--- src/rtl/pipeline_perf_monitor_if.sv ---
// Control, event and read-back signals between the performance monitor and its driver.
interface pipeline_perf_monitor_if #(
  parameter int CNT_WIDTH = 32,
  parameter int NUM_EVT   = 4,
  parameter int SEL_WIDTH = 4
);
  logic                 start;
  logic                 stop;
  logic                 clear;
  logic [CNT_WIDTH-1:0] cycle_limit;
  logic [NUM_EVT-1:0]   evt;
  logic [SEL_WIDTH-1:0] rd_sel;
  logic [CNT_WIDTH-1:0] rd_data;
  logic [NUM_EVT:0]     ovf;
  logic                 running;
  logic                 done;

  modport master (
    output start, stop, clear, cycle_limit, evt, rd_sel,
    input  rd_data, ovf, running, done
  );

  modport slave (
    input  start, stop, clear, cycle_limit, evt, rd_sel,
    output rd_data, ovf, running, done
  );
endinterface

--- src/rtl/pipeline_perf_monitor.sv ---
// Run-window controller with saturating cycle/event counters and a registered read port.
// Counter 0 is the cycle counter; counter k (k >= 1) counts event strobe k-1.
module pipeline_perf_monitor #(
  parameter int CNT_WIDTH = 32,
  parameter int NUM_EVT   = 4,
  parameter int SEL_WIDTH = 4
) (
  input  logic                    clk,
  input  logic                    reset,
  pipeline_perf_monitor_if.slave  bus
);

  typedef enum logic [1:0] {IDLE, RUN, DONE} state_t;

  state_t                          state_reg, state_next;
  logic [CNT_WIDTH-1:0]            limit_reg;
  logic [CNT_WIDTH-1:0]            rd_data_reg, rd_mux;
  logic                            running_reg, done_reg;
  logic [NUM_EVT:0][CNT_WIDTH-1:0] cnt_vec;
  logic [NUM_EVT:0]                ovf_vec;
  logic [NUM_EVT:0]                inc_vec;
  logic [CNT_WIDTH-1:0]            cyc_after;
  logic                            limit_hit;
  logic                            zero_cnt;
  logic                            counting;

  assign inc_vec  = {bus.evt, 1'b1};
  assign zero_cnt = bus.clear | bus.start;
  assign counting = (state_reg == RUN) && !zero_cnt;

  // Limit compares against the value the cycle counter takes at this edge.
  assign cyc_after = (&cnt_vec[0]) ? cnt_vec[0] : cnt_vec[0] + CNT_WIDTH'(1);
  assign limit_hit = (limit_reg != '0) && (cyc_after == limit_reg);

  always_comb begin
    state_next = state_reg;
    if (bus.clear) begin
      state_next = IDLE;
    end else if (bus.start) begin
      state_next = RUN;
    end else if ((state_reg == RUN) && (bus.stop || limit_hit)) begin
      state_next = DONE;
    end
  end

  always_ff @(posedge clk or negedge reset) begin
    if (!reset) begin
      state_reg   <= IDLE;
      running_reg <= 1'b0;
      done_reg    <= 1'b0;
      limit_reg   <= '0;
    end else begin
      state_reg   <= state_next;
      running_reg <= (state_next == RUN);
      done_reg    <= (state_next == DONE);
      if (bus.clear) begin
        limit_reg <= '0;
      end else if (bus.start) begin
        limit_reg <= bus.cycle_limit;
      end
    end
  end

  genvar gi;
  generate
    for (gi = 0; gi <= NUM_EVT; gi++) begin : g_cnt
      logic [CNT_WIDTH-1:0] cnt_reg;
      logic                 ovf_reg;

      // Saturating counter: holds at all-ones and raises a sticky overflow flag.
      always_ff @(posedge clk or negedge reset) begin
        if (!reset) begin
          cnt_reg <= '0;
          ovf_reg <= 1'b0;
        end else if (zero_cnt) begin
          cnt_reg <= '0;
          ovf_reg <= 1'b0;
        end else if (counting && inc_vec[gi]) begin
          if (&cnt_reg) begin
            ovf_reg <= 1'b1;
          end else begin
            cnt_reg <= cnt_reg + CNT_WIDTH'(1);
          end
        end
      end

      assign cnt_vec[gi] = cnt_reg;
      assign ovf_vec[gi] = ovf_reg;
    end
  endgenerate

  always_comb begin
    rd_mux = '0;
    for (int k = 0; k <= NUM_EVT; k++) begin
      if (bus.rd_sel == SEL_WIDTH'(k)) begin
        rd_mux = cnt_vec[k];
      end
    end
  end

  always_ff @(posedge clk or negedge reset) begin
    if (!reset) begin
      rd_data_reg <= '0;
    end else begin
      rd_data_reg <= rd_mux;
    end
  end

  assign bus.rd_data = rd_data_reg;
  assign bus.ovf     = ovf_vec;
  assign bus.running = running_reg;
  assign bus.done    = done_reg;

endmodule

--- src/flat_wrapper.sv ---
// flat-port wrapper written by rule: the top's interface ports become plain ports
module pipeline_perf_monitor_flat 
#(
  parameter int CNT_WIDTH = 32,
  parameter int NUM_EVT   = 4,
  parameter int SEL_WIDTH = 4
)
  (clk, reset, bus_start, bus_stop, bus_clear, bus_cycle_limit, bus_evt, bus_rd_sel, bus_rd_data, bus_ovf, bus_running, bus_done);
  pipeline_perf_monitor_if #(.CNT_WIDTH(CNT_WIDTH), .NUM_EVT(NUM_EVT), .SEL_WIDTH(SEL_WIDTH)) bus_i ();
  input  logic clk;
  input  logic reset;
  input wire logic [$bits(bus_i.start)-1:0] bus_start;
  input wire logic [$bits(bus_i.stop)-1:0] bus_stop;
  input wire logic [$bits(bus_i.clear)-1:0] bus_clear;
  input wire logic [$bits(bus_i.cycle_limit)-1:0] bus_cycle_limit;
  input wire logic [$bits(bus_i.evt)-1:0] bus_evt;
  input wire logic [$bits(bus_i.rd_sel)-1:0] bus_rd_sel;
  output wire logic [$bits(bus_i.rd_data)-1:0] bus_rd_data;
  output wire logic [$bits(bus_i.ovf)-1:0] bus_ovf;
  output wire logic [$bits(bus_i.running)-1:0] bus_running;
  output wire logic [$bits(bus_i.done)-1:0] bus_done;
  assign bus_i.start = bus_start;
  assign bus_i.stop = bus_stop;
  assign bus_i.clear = bus_clear;
  assign bus_i.cycle_limit = bus_cycle_limit;
  assign bus_i.evt = bus_evt;
  assign bus_i.rd_sel = bus_rd_sel;
  assign bus_rd_data = bus_i.rd_data;
  assign bus_ovf = bus_i.ovf;
  assign bus_running = bus_i.running;
  assign bus_done = bus_i.done;
  pipeline_perf_monitor #(.CNT_WIDTH(CNT_WIDTH), .NUM_EVT(NUM_EVT), .SEL_WIDTH(SEL_WIDTH)) u_core (.clk(clk), .reset(reset), .bus(bus_i));
endmodule
--- config.mk ---
export PLATFORM = sky130hd
export DESIGN_NAME = pipeline_perf_monitor_flat
export DESIGN_NICKNAME = d
export VERILOG_FILES = /design/src/rtl/pipeline_perf_monitor_if.sv /design/src/rtl/pipeline_perf_monitor.sv /design/src/flat_wrapper.sv
export SDC_FILE = /design/constraint.sdc
export NUM_CORES = 1
export LEC_CHECK = 0
export CORE_UTILIZATION = 54
export CTS_CLUSTER_DIAMETER = 30
export DETAILED_ROUTE_END_ITERATION = 16
export PLACE_DENSITY = 0.75
export SLEW_MARGIN = 10
export SYNTH_ARGS = -nofsm -noshare
export SYNTH_HDL_FRONTEND = slang
export SYNTH_SLANG_ARGS = --single-unit
--- constraint.sdc ---
create_clock -name clk -period 2.49 [get_ports clk]
set_input_delay 0.249 -clock clk [delete_from_list [all_inputs] [get_ports clk]]
set_output_delay 0.249 -clock clk [all_outputs]
set_load 0.01 [all_outputs]
==> results_dict.tcl, run 1 <==
set metrics [dict create \
    status "finished with violations" \
    violations "setup timing" \
    portBuffers 83 \
    grt_pass1_vias 12400 \
    dr.pass1.iters 7 \
    path_cells "nand4_1, buf_4, buf_6, or4_4, o211ai_1, xnor2_1, o2111ai_2, nor4_2, a41oi_2, o21ai_1, a21oi_1" \
    rsz0062_at_grt "true" \
    avgSynthCellArea_um2 9.31 \
    drt-initial-drc-count 1572 \
    final_cell_mix "buf_4, dfrtp_1, nor2_1" \
    crit_family "compound AO/OA/AOI/OAI gates" \
    start_util 0.559 \
    nNetsFinal 1750 \
    design_power_total_mw 11.3 \
    yosysTopAreaCellShare 0.455 \
    io_pins 84 \
    synthDistinctLibCells 65 \
    async_flop_share 1.00 \
    dieHeight_um 156 \
    path_max_fanout 4 \
    synth_area_leaders "dfrtp_1, xor2_1, nor2_1" \
    maxSlewHeadroom 0.425 \
    n_fill_cell 1476 \
    powerDensity_nw_per_um2 631 \
    cts_tree "built" \
    route.layer.met1.wl_um 17500 \
    clk_path_buf_depth 3 \
    hold_path.class "in2async" \
    period_needed_ns 2.67 \
    gp_congestion 1.01 \
    max_freq_mhz 374 \
    path_class "reg2reg" \
    grt.total_usage 0.364 \
    slowest_stage "or4_4" \
    final_max_slew_viol_count 0 \
    synth-main-ff-cell "dfrtp_1" \
    cp.required_ns 2.90 \
    synth_seq_area_share 0.455 \
    start_kind "flop" \
    p_leak_nw 8.02 \
    routed.top_layer "met4" \
    rows 55 \
    ant_nets 0 \
    dp_slack_ns -0.361 \
    synth_edf_count 0 \
    cts-root-buf "clkbuf_16" \
    setup_viol_count_final 5 \
    dpl-instance-area_um2 15700 \
    crit_buf_inv 2 \
    dieWidth_um 156 \
    antenna_cells 0 \
    synth_area_um2 12800 \
    critPathArrivalTime_ns 3.08 \
    synth-seq-cells 233 \
    grt_max_degree 66 \
    hold_viol 0 \
    largest_register_ffs 160 \
    dieArea_um2 24300 \
    vdd_drop_max_v 0.000717 \
    final_cell_area_um2 18000 \
    yosysWarnings 0 \
    cts_made_buffers 50 \
    fin_crit_sh 1.07 \
    drv_cap 0 \
    hpwl_um 30800 \
    coreArea_um2 22900 \
    drc 0 \
    clock-sinks 233 \
    slowest_delay_ns 0.42 \
    synthCells 1375 \
    wirelength_um 44100 \
    num_vias 12300 \
    setup_ws_ns -0.181 \
    yosys.area.top_type "dfrtp_1" \
    drive_above_1_share 0.270 \
    instances_no_fill 2050 \
    clk_pin_slew_ns 0.05 \
    insertion_delay_ns 0.54 \
    viasPerCell 6.01 \
    routedWlPerCell_um 21.5 \
    antenna_found_initial 0 \
    grt_pass1_wl_um 67900 \
    final_common_cell "buf_4" \
    met3WireLength_um 3350 \
    wl_met2_um 21200 \
    end_kind "flop" \
    worstMarginPinSlew_ns 0.862 \
    area_growth_syn_to_layout_pct 40.3 \
    syn_nets 1425 \
    placed_cells 1935 \
    cts.htree.levels 2 \
    grt_overflow_total 0 \
    skew_ns 0.0192 \
]
## Yosys cell counts, types with 7 or more instances
master / number
xnor2_1: 62
buf_2: 19
clkbuf_1: 55
buf_4: 9
o21ai_0: 33
nor2_1: 205
and4_1: 16
nor2b_1: 7
xor2_1: 110
nand2_1: 139
a21oi_1: 49
mux2_2: 27
and3_1: 29
dfrtp_1: 233
nand3_1: 69
or3_1: 25
mux2i_1: 41
a222oi_1: 32
nand4_1: 46
inv_1: 14
nor3b_1: 8
nor3_1: 23
and2_1: 13
a31oi_1: 9
nor4_1: 27
## path summary, 6_finish.rpt
check                                                             from                                      end  slack [ns]  cells after the start
max in group asynchronous                                        reset   u_core.g_cnt[4].cnt_reg[0]$_DFFE_PN0P_        1.53                      3
worst min register to register     u_core.g_cnt[3].ovf_reg$_DFFE_PN0P_      u_core.g_cnt[3].ovf_reg$_DFFE_PN0P_        0.50                      2
min in group clk                                   bus_cycle_limit[21]         u_core.limit_reg[21]$_DFFE_PN0N_        0.32                      3
worst max register to register  u_core.g_cnt[0].cnt_reg[6]$_DFFE_PN0P_            u_core.state_reg[0]$_DFF_PN0_       -0.18                     11
worst max-delay path            u_core.g_cnt[0].cnt_reg[6]$_DFFE_PN0P_            u_core.state_reg[0]$_DFF_PN0_       -0.18                     11
worst min-delay path                                             reset  u_core.g_cnt[2].cnt_reg[11]$_DFFE_PN0P_        0.24                      2
## metrics by stage
step	setup TNS (ns)	util	hold WS [ns]
floorplan	-0.0349	-	-0.0466
global placement	-5.16	0.684	0.201
detailed placement	-6.47	0.684	0.203
CTS	-0.617	0.773	0.238
global route	-2.04	0.784	0.277
finish	-0.774	0.784	0.240
## timing repair
action,4_1_cts,5_1_grt
pin swaps,18,19
buffers inserted,18,7
hold buffers,1,0
endpoints found under the hold margin,50,0
setup endpoints to repair,46,67
gates resized for setup,35,42
## area by class of cell
cell class | count | area (um^2) | area share
sequential | 233 | 5840 | 0.325
tap | 313 | 392 | 0.0218
multi-input combinational | 1043 | 6930 | 0.386
clock buffer | 68 | 1410 | 0.0784
timing repair buffer | 358 | 3010 | 0.168
inverter | 14 | 52.6 | 0.00293
clock inverter | 21 | 330 | 0.0184
## layer usage
layer	vias up	track usage
li1	5515	-
met3	124	0.0669
met1	6057	0.462
met2	618	0.605
met4	0	0.168
met5	-	0
## where the power goes
group / leakage, nW / internal, mW / switching (mW) / total, mW
clock: 0.841 / 4.65 / 2.13 / 6.78
sequential: 3.22 / 3.84 / 0.0495 / 3.89
combinational: 3.96 / 0.284 / 0.375 / 0.659
total: 8.02 / 8.78 / 2.55 / 11.3
## kinds of logic after synthesis
group,share of synthesized area
and+or+nand+nor,0.246
xor gates and xnor gates,0.119
AOI/OAI and AO/OA,0.0854
buffers and inverters,0.0341
DFF,0.455
muxes,0.0558
adders and majority gates,0.00489
## worst register-to-register path: stages (launching register included)
cell and delay (ns):
dfrtp_1 0.35, nand4_1 0.19, buf_4 0.22, buf_6 0.11
or4_4 0.42, o211ai_1 0.26, xnor2_1 0.18, o2111ai_2 0.16
nor4_2 0.20, a41oi_2 0.20, o21ai_1 0.17, a21oi_1 0.08
No activity file was read; power rests on OpenSTA's default activity.
==> run 2, diff against run 1 <==
--- a/config.mk
+++ b/config.mk
@@ -6,7 +6,7 @@
 export NUM_CORES = 1
 export LEC_CHECK = 0
 export CORE_UTILIZATION = 54
-export CTS_CLUSTER_DIAMETER = 30
+export CTS_CLUSTER_DIAMETER = 50
 export DETAILED_ROUTE_END_ITERATION = 16
 export PLACE_DENSITY = 0.75
 export SLEW_MARGIN = 10
==> run 2 against run 1 <==
  * The run still ends with setup timing left
  * Sequential power barely moved
  * Die area unchanged
  * Combinational power is 1% lower
  * Clock skew up 0.0025 ns
  * Design area decreased by 4.4%
  * Flip-flop and latch count did not move
  * Power fell by 20%
  * Wire length down 5.0%
  * Utilization fell by 3.4 points
  * Largest cell class unchanged
  * Highest routed layer unchanged
==> results_dict.tcl, run 2 (same netlist as run 1, synthesis figures left out) <==
set metrics [dict create \
    cts-root-buf "clkbuf_16" \
    cts.htree.levels 1 \
    drc 0 \
    setup_ws_ns -0.205 \
    num_vias 12000 \
    max_freq_mhz 371 \
    cp.required_ns 2.99 \
    r2r_start "u_core.g_cnt[0].cnt_reg[14]$_DFFE_PN0P_" \
    path_class "reg2reg" \
    switching_share 0.252 \
    final_cell_mix "buf_4, dfrtp_1, nor2_1" \
    hpwl_um 30800 \
    rows 55 \
    p_comb_frac 0.072 \
    coreArea_um2 22900 \
    grt_pass1_wl_um 65800 \
    area_growth_syn_to_layout_pct 34.1 \
    grt.total_usage 0.351 \
    io_pins 84 \
    dieArea_um2 24300 \
    p_seq_frac 0.427 \
    start_util 0.559 \
    setup_viol_count_final 5 \
    cts_tree "built" \
    dp_slack_ns -0.361 \
    violations "setup timing" \
    design_power_total_mw 9.09 \
    largest_register_ffs 160 \
    p_leak_nw 7.67 \
    grt_overflow_total 0 \
    p_int_mw 6.80 \
    final_max_slew_viol_count 0 \
    routedWlPerCell_um 20.8 \
    clk_pin_slew_ns 0.06 \
    rsz0062_at_grt "true" \
    drv_cap 0 \
    critPathArrivalTime_ns 3.19 \
    drive_above_1_share 0.251 \
    wirelength_um 41900 \
    nNetsFinal 1723 \
    path_max_fanout 5 \
    powerDensity_nw_per_um2 529 \
    slowest_stage "dfrtp_2" \
    cts_made_buffers 31 \
    portBuffers 83 \
    n_fill_cell 1651 \
    final_common_cell "buf_4" \
    worst_r2r_endpoint "u_core.bus.done$_DFF_PN0_" \
    switchingPower_mw 2.29 \
    drt-initial-drc-count 1506 \
    grt_max_degree 66 \
    path_cells "nand3_1, buf_4, nor4_4, buf_4, nand4_1, nor4_4, o22ai_2, nor4_2, a41oi_2, nand2b_4, a21oi_2" \
    slowest_delay_ns 0.42 \
    fin_crit_sh 1.08 \
    insertion_delay_ns 0.58 \
    vdd_drop_max_v 0.000927 \
    worstMarginPinSlew_ns 0.844 \
    r2r_cells 11 \
    hold_viol 0 \
    clock-sinks 233 \
    dieWidth_um 156 \
    grt_pass1_vias 12000 \
    r2r_slack_ns -0.21 \
    period_needed_ns 2.70 \
    dieHeight_um 156 \
    skew_ns 0.0217 \
    dr.pass1.iters 7 \
    viasPerCell 5.99 \
    clk_path_buf_depth 3 \
    hold_path.class "in2async" \
    maxSlewHeadroom 0.437 \
    ant_nets 0 \
    pwr-share-clk 0.502 \
    start_kind "flop" \
    antenna_cells 0 \
    gp_congestion 1.01 \
    status "finished with violations" \
    end_kind "flop" \
    antenna_found_initial 0 \
]
[run 2: worst max-delay path by stage]
stage	startpoint	endpoint	slack, ns	cells past startpoint
6_report	u_core.g_cnt[0].cnt_reg[14]$_DFFE_PN0P_	u_core.bus.done$_DFF_PN0_	-0.21	11
5_1_grt	u_core.g_cnt[0].cnt_reg[6]$_DFFE_PN0P_	u_core.state_reg[0]$_DFF_PN0_	-0.35	11
4_1_cts	u_core.g_cnt[0].cnt_reg[7]$_DFFE_PN0P_	u_core.bus.done$_DFF_PN0_	-0.16	11
3_5_place_dp	u_core.g_cnt[3].cnt_reg[0]$_DFFE_PN0P_	u_core.g_cnt[3].cnt_reg[23]$_DFFE_PN0P_	-0.36	11
3_3_place_gp	u_core.g_cnt[3].cnt_reg[0]$_DFFE_PN0P_	u_core.g_cnt[3].cnt_reg[23]$_DFFE_PN0P_	-0.34	11
2_1_floorplan	u_core.g_cnt[0].cnt_reg[1]$_DFFE_PN0P_	u_core.state_reg[0]$_DFF_PN0_	-0.02	10
[run 2: through the flow]
| stage | std cells | hold slack (ns) | util | setup TNS (ns) | cell area [um^2] |
|---|---|---|---|---|---|
| CTS | 2007 | 0.205 | 0.742 | -0.597 | 17000 |
| detailed placement | 1935 | 0.203 | 0.684 | -6.47 | 15700 |
| floorplan | 1375 | -0.0466 | - | -0.0349 | 12900 |
| global placement | 1935 | 0.201 | 0.684 | -5.16 | 15700 |
| finish | 2011 | 0.187 | 0.749 | -0.823 | 17200 |
| global route | 2011 | 0.223 | 0.749 | -1.86 | 17200 |
[run 2: cell type report]
| cell class | instances | area (um^2) | area share |
|---|---|---|---|
| clock buffers | 35 | 801 | 0.0466 |
| clock inverters | 23 | 265 | 0.0154 |
| inverters | 14 | 52.6 | 0.00306 |
| multi-input cells | 1043 | 6880 | 0.401 |
| flip-flops and latches | 233 | 5840 | 0.340 |
| well taps | 313 | 392 | 0.0228 |
| repair buffers | 350 | 2950 | 0.172 |
[run 2: what timing repair did]
action / CTS / global route
setup buffers: 13 / 4
endpoints found under the setup margin: 36 / 70
hold endpoints to repair: 50 / 0
hold buffers: 1 / 0
pin swaps: 14 / 18
gates resized for setup: 30 / 34
[run 2: routing by layer]
metal	part of all wire	GRT usage	vias up
met3	0.068	0.0428	107
met1	0.41	0.465	5977
li1	-	-	5460
met4	0.044	0.139	0
met5	0	0	-
met2	0.48	0.587	503
[run 2: power groups by stage]
stage	Combinational, mW	Clock [mW]	Sequential (mW)
4_1_cts	0.644	4.60	3.88
2_1_floorplan	0.292	0	3.94
6_report	0.652	4.56	3.88
3_3_place_gp	0.621	0	3.94
3_5_place_dp	0.630	0	3.95
5_1_grt	0.708	4.76	3.88
[run 2: worst max-delay path, delay by kind of cell (launching register included)]
kind / cells / cell delay, ns
AOI/OAI and AO/OA: 3 / 0.44
and+or+nand+nor: 6 / 1.40
buffers and inverters: 2 / 0.34
DFF: 1 / 0.42
